File: src/rtl/sprite_compositor.sv
// ============================================================================
// Module  : sprite_compositor
// Purpose : Two-stage priority compositor of N sprite layers over platform /
//           gradient background, with optional per-layer frame-counted hit
//           flash (enabled by defining SPRITE_COMPOSITOR_FLASH_EN).
// Rev     : 1.0
// ============================================================================
`default_nettype none

module sprite_compositor #(
    parameter int          N_LAYERS     = 3,
    parameter logic [9:0]  PLATFORM_Y   = 10'd380,
    parameter logic [23:0] PLATFORM_RGB = 24'h00FF00,
    parameter int          FLASH_FRAMES = 8,
    parameter logic [23:0] FLASH_RGB    = 24'hFF0000
) (
    input  logic                     Clk,
    input  logic                     Reset,
    input  logic                     frame_start,
    input  logic                     pixel_valid,
    input  logic [9:0]               DrawX,
    input  logic [9:0]               DrawY,
    input  logic [N_LAYERS-1:0]      layer_hit,
    input  logic [24*N_LAYERS-1:0]   layer_rgb,
    input  logic [N_LAYERS-1:0]      flash_trig,
    output logic [7:0]               VGA_R,
    output logic [7:0]               VGA_G,
    output logic [7:0]               VGA_B,
    output logic                     out_valid,
    output logic [N_LAYERS-1:0]      flash_active
);

    localparam int WIN_W = (N_LAYERS > 1) ? $clog2(N_LAYERS) : 1;

    // ------------------------------------------------------------------
    // Stage 1: background, priority select, winner colour
    // ------------------------------------------------------------------
    logic [7:0]       bg_blue;
    logic [23:0]      bg_rgb;
    logic [WIN_W-1:0] win_d,     win_q;
    logic             any_hit_d, any_hit_q;
    logic [23:0]      rgb1_d,    rgb1_q;
    logic             valid1_d,  valid1_q;

    always_comb begin
        bg_blue = 8'h7F - {1'b0, DrawX[9:3]};
        bg_rgb  = (DrawY >= PLATFORM_Y) ? PLATFORM_RGB : {8'h3F, 8'h00, bg_blue};
    end

    // Scan from lowest priority upward so the lowest hitting index wins.
    always_comb begin
        win_d     = '0;
        any_hit_d = 1'b0;
        rgb1_d    = bg_rgb;
        valid1_d  = pixel_valid;
        for (int i = N_LAYERS - 1; i >= 0; i--) begin
            if (layer_hit[i]) begin
                win_d     = WIN_W'(i);
                any_hit_d = 1'b1;
                rgb1_d    = layer_rgb[24*i +: 24];
            end
        end
    end

    always_ff @(posedge Clk or posedge Reset) begin
        if (Reset) begin
            win_q     <= '0;
            any_hit_q <= 1'b0;
            rgb1_q    <= '0;
            valid1_q  <= 1'b0;
        end else begin
            win_q     <= win_d;
            any_hit_q <= any_hit_d;
            rgb1_q    <= rgb1_d;
            valid1_q  <= valid1_d;
        end
    end

    // ------------------------------------------------------------------
    // Flash counters
    // ------------------------------------------------------------------
    logic flash_bit;

`ifdef SPRITE_COMPOSITOR_FLASH_EN
    logic [7:0]          cnt_d [N_LAYERS];
    logic [7:0]          cnt_q [N_LAYERS];
    logic [N_LAYERS-1:0] active_d, active_q;
    logic                unused_flash_ok;

    // A trigger reloads and masks the frame decrement in the same cycle.
    always_comb begin
        for (int i = 0; i < N_LAYERS; i++) begin
            cnt_d[i] = cnt_q[i];
            if (flash_trig[i]) begin
                cnt_d[i] = 8'(FLASH_FRAMES);
            end else if (frame_start && (cnt_q[i] != 8'd0)) begin
                cnt_d[i] = cnt_q[i] - 8'd1;
            end
            active_d[i] = (cnt_d[i] != 8'd0);
        end
    end

    always_ff @(posedge Clk or posedge Reset) begin
        if (Reset) begin
            for (int i = 0; i < N_LAYERS; i++) begin
                cnt_q[i] <= 8'd0;
            end
            active_q <= '0;
        end else begin
            for (int i = 0; i < N_LAYERS; i++) begin
                cnt_q[i] <= cnt_d[i];
            end
            active_q <= active_d;
        end
    end

    // Odd counter values are the blink-on frames.
    always_comb begin
        flash_bit = 1'b0;
        for (int i = 0; i < N_LAYERS; i++) begin
            if (win_q == WIN_W'(i)) begin
                flash_bit = cnt_q[i][0];
            end
        end
    end

    assign flash_active    = active_q;
    assign unused_flash_ok = ^DrawX[2:0];
`else
    logic unused_flash_ok;

    assign flash_bit       = 1'b0;
    assign flash_active    = '0;
    assign unused_flash_ok = ^{DrawX[2:0], flash_trig, frame_start, win_q};
`endif

    // ------------------------------------------------------------------
    // Stage 2: flash substitution and blanking
    // ------------------------------------------------------------------
    logic [23:0] vga_d, vga_q;
    logic        out_valid_d, out_valid_q;

    always_comb begin
        vga_d       = 24'h000000;
        out_valid_d = valid1_q;
        if (valid1_q) begin
            vga_d = (any_hit_q && flash_bit) ? FLASH_RGB : rgb1_q;
        end
    end

    always_ff @(posedge Clk or posedge Reset) begin
        if (Reset) begin
            vga_q       <= '0;
            out_valid_q <= 1'b0;
        end else begin
            vga_q       <= vga_d;
            out_valid_q <= out_valid_d;
        end
    end

    assign VGA_R     = vga_q[23:16];
    assign VGA_G     = vga_q[15:8];
    assign VGA_B     = vga_q[7:0];
    assign out_valid = out_valid_q;

endmodule

`default_nettype wire

File: config.mk
export PLATFORM = sky130hd
export DESIGN_NAME = sprite_compositor
export DESIGN_NICKNAME = d
export VERILOG_FILES = /design/src/rtl/sprite_compositor.sv
export SDC_FILE = /design/constraint.sdc
export NUM_CORES = 1
export LEC_CHECK = 0
export CORE_ASPECT_RATIO = 2
export CORE_UTILIZATION = 50
export DETAILED_ROUTE_END_ITERATION = 6
export DONT_BUFFER_PORTS = 1
export PLACE_DENSITY_LB_ADDON = 0.05
export SLEW_MARGIN = 20
export SYNTH_ARGS = -nofsm -noshare
export SYNTH_HDL_FRONTEND = slang
export SYNTH_SLANG_ARGS = --single-unit
File: constraint.sdc
create_clock -name Clk -period 4.1 [get_ports Clk]
set_clock_uncertainty 0.15 [all_clocks]
set_input_delay 0.41 -clock Clk [delete_from_list [all_inputs] [get_ports Clk]]
set_output_delay 0.41 -clock Clk [all_outputs]
set_load 0.01 [all_outputs]
==> After elaboration in Yosys (flattened, before gate mapping) <==
Cells that the tools add are included.
{ "word_totals": {"register_bits": 50, "input_bits": 102, "output_inout_bits": 28} }
{ "classes": {"add_sub_neg": 1, "magnitude_cmp": 1, "mux": 5} }
{ "ops": {"columns": ["op", "n"], "rows": [
  ["two-way mux 24 bit", 4],
  ["two-way mux 22 bit", 1],
  [">= comparator 10 x 9 -> 1 bit (second input constant)", 1],
  ["subtractor 7 x 7 -> 8 bit (first input constant)", 1]
]} }

==> Longest topological paths before layout <==
{ "depth": {"ltp_word": 5, "mapped_depth": 5} }

==> Worst setup path before layout <==
OpenSTA, ideal clock, no wires.
{ "synth_path": {"path_kind": "input to register", "from": "input layer_hit[2]", "to": "register rgb1_q[10]", "t_arrival_ns": 1.223, "setup_slack_ns": 2.600, "stages": 5, "cell_sequence": "buf_2 > a211oi_2 > o211a_1 > buf_4 > o31ai_2"} }
{ "synth_between": {"elab_chain_cells": 3} }
{ "synth_rtl": {"columns": ["item", "line", "text"], "rows": [
  ["start: declaration", "23", "input logic [N_LAYERS-1:0] layer_hit,"],
  ["two-way mux 24 bit (3 in a row)", "57", "if (layer_hit[i]) begin"],
  ["via rgb1_d[10]", "42", "logic [23:0] rgb1_d, rgb1_q;"],
  ["end signal: assignment", "74", "rgb1_q <= rgb1_d;"],
  ["end: declaration", "42", null]
]} }
The timed path passes the listed nets, and every way through them passes these cells.

==> Final worst setup path <==
{ "layout_path": {"from": "input layer_hit[2]", "to": "register rgb1_q[5]"} }
Same word-level chain as after synthesis.

==> results.toml <==
[run_status]
status = "complete, but fails checks"
violations = "hold timing"

[yosys]
synth_cell_types = 23
yosysTopAreaCellShare = 0.604
synth_mux_area_frac = 0
ys.flop_type = "dfrtp_1"
yosys.area.top_type = "dfrtp_1"
synth-seq-cells = 50
synthAdderAreaFrac = 0
synthXorXnorAreaFrac = 0
synth_area_leaders = "dfrtp_1 (60%), and2_1 (7.5%), o31ai_2 (4.8%)"
netlist_area_um2 = 2070
synth_edf_count = 0
ys_async_sr_fraction = 1.00
yosysSeqAreaShare = 0.604
yosys.area_share.simple = 0.153
ys_warn_count = 0
syn_area_per_cell_um2 = 11.8
syn_inst = 175
post-synth-top-count-cell = "dfrtp_1"
synth_compound_area_frac = 0.200
synth_common_cells = "dfrtp_1 (50), and2_1 (25), nand2_1 (24)"
synth_top_family_by_area = "compound AO/OA/AOI/OAI gates"

[timing]
fin_hold_ws_ps = -17.3
rsz0062_at_grt = "no"
max_freq_ghz = 0.737
fin_crit_ps = 1360
setup_viol = 0
tns_ps = 0
period_share = 0.331
tightest_slew_ps = 819
slew_headroom = 0.453
final_max_slew_viol_count = 0
hold_violations = 39

[power]
leakagePower_nw = 0.967
powerDensity_nw_per_um2 = 437
vdd_drop_max_mv = 0.239
power.total_uw = 956

[setup_path]
required_ps = 4150
critPathCaptureType = "flip-flop"
cp_cell_sequence = "nor2b_1 > a22oi_1 > o221ai_1"
cp_top_family = "simple AND/OR/NAND/NOR gates"
slowest_delay_ps = 600
cp_num_buf_inv = 0
critical-path-slowest-cell = "nor2b_1"
path_class = "input pin to flip-flop"
arrival_ps = 1410
startpoint_type = "input pin"
crit_path_max_fanout = 10

[clock_tree]
cts_setup_buffers = 0
clock_latency_ps = 290
clk_pin_slew_ps = 80
clkSinkCount = 50
htreeDepth = 2
cts_buffers = 5
clockBufferDepth = 2
cts_root_buffer = "clkbuf_8"
cts_tree = "done"

[place]
gp_congestion = 0.858
io_buffers = 0
placed_cells = 214
dp_hpwl_mm = 3.04

[layout]
diodes = 0
seq_area_um2 = 1250
fin_util = 0.557
nNetsFinal = 273
final_cells = 223
area_delta_synth_final_pct = 5.56
nFillCells = 349
drive_above_1_share = 0.116
multi_input_area_um2 = 743

[floorplan]
dieArea_um2 = 4420
rows = 32
core_area_um2 = 3920
fp.dieW_um = 47.5
die_y_um = 93.0
io_pins = 130
start_util = 0.528

[routing]
via_per_inst = 6.13
num_vias = 1367
drt_iter0_markers = 26
wirelength_mm = 4.16
antenna_left = 0
wire_per_inst_um = 18.7
drt_pass1_iterations = 4
drt_drc_violations_left = 0

[global_route]
overflow = 0
grt_pass1_wl_mm = 6.27
antenna_found_initial = 0
groute.usage.overall = 0.202
first_global_vias = 1397
grt_max_degree = 51

[worst_hold_path]
hold_path.class = "input pin to asynchronous set/reset pin"

[flow_run]
maxCapViolations = 0
[layer usage]
metal  track usage  vias up  wire, um
met3        0.0541        8       328
met5             0        -         0
met2         0.341       90      2280
met4        0.0810        0        80
li1              -      610         -
met1         0.224      659      1480
[metrics by stage]
stage,setup slack [ps],cell area [um2]
2_1_floorplan,2340,2080
3_3_place_gp,2520,2070
3_5_place_dp,2400,2070
4_1_cts,2710,2190
5_1_grt,2590,2190
6_report,2740,2190
[cells by family (layout without fill, tap and decap cells)]
group	after synthesis	after routing
compound gates	52	52
buf+inv	17	12
flops	50	50
other cells	1	3
simple gates	55	55
[repair_timing]
item,in CTS,in global routing
hold buffers,1,0
hold endpoints to repair,1,0
gates resized for setup,0,0
[state kept, by name, summed over array words and instances (netlist names)]
name / flops
out_valid_d: 1
vga_q: 24
rgb1_q: 24
out_valid: 1
[power breakdown]
| group | switching, mW | internal, mW | leakage [nW] |
|---|---|---|---|
| clock network | 0.145 | 0.183 | 0.0524 |
| logic | 0.0401 | 0.0347 | 0.295 |
| registers | 0.0225 | 0.531 | 0.620 |
[area by class of cell]
class	count	area share
clock inverters	1	0.0137
clock buffers	7	0.0349
inverters	3	0.00572
flip-flops and latches	50	0.572
repair buffers	1	0.00458
multi-input cells	110	0.340
well taps	51	0.0292
[final timing paths]
| check | depth (start not counted) | to | startpoint | slack, ps |
|---|---|---|---|---|
| min in group Clk | 1 | rgb1_q[15] | layer_hit[0] | 60 |
| worst min register to register | 1 | vga_q[8] | rgb1_q[8] | 310 |
| worst max register to register | 1 | vga_q[17] | out_valid_d | 2920 |
| worst min-delay path | 1 | vga_q[19] | Reset | -20 |
| worst max-delay path | 3 | rgb1_q[5] | layer_hit[2] | 2740 |
| max in group asynchronous | 1 | rgb1_q[0] | Reset | 3330 |
[cells in the final DEF (no fill, tap or decap)]
cell	n
o221ai_1	7
clkbuf_1	2
o31ai_2	8
nand2_1	24
o21ai_1	1
bufinv_16	1
o22ai_1	14
o21ai_0	3
nand2b_1	2
o211ai_2	1
inv_1	1
a22oi_1	9
clkbuf_8	5
nor2_1	1
o211a_1	1
a31oi_1	7
a211oi_2	1
nor2b_1	1
and2_1	25
inv_2	1
conb_1	3
clkinv_2	1
nand4b_4	2
dlygate4sd3_1	1
dfrtp_1	50
Note: power is estimated with default switching activity, not from simulation.
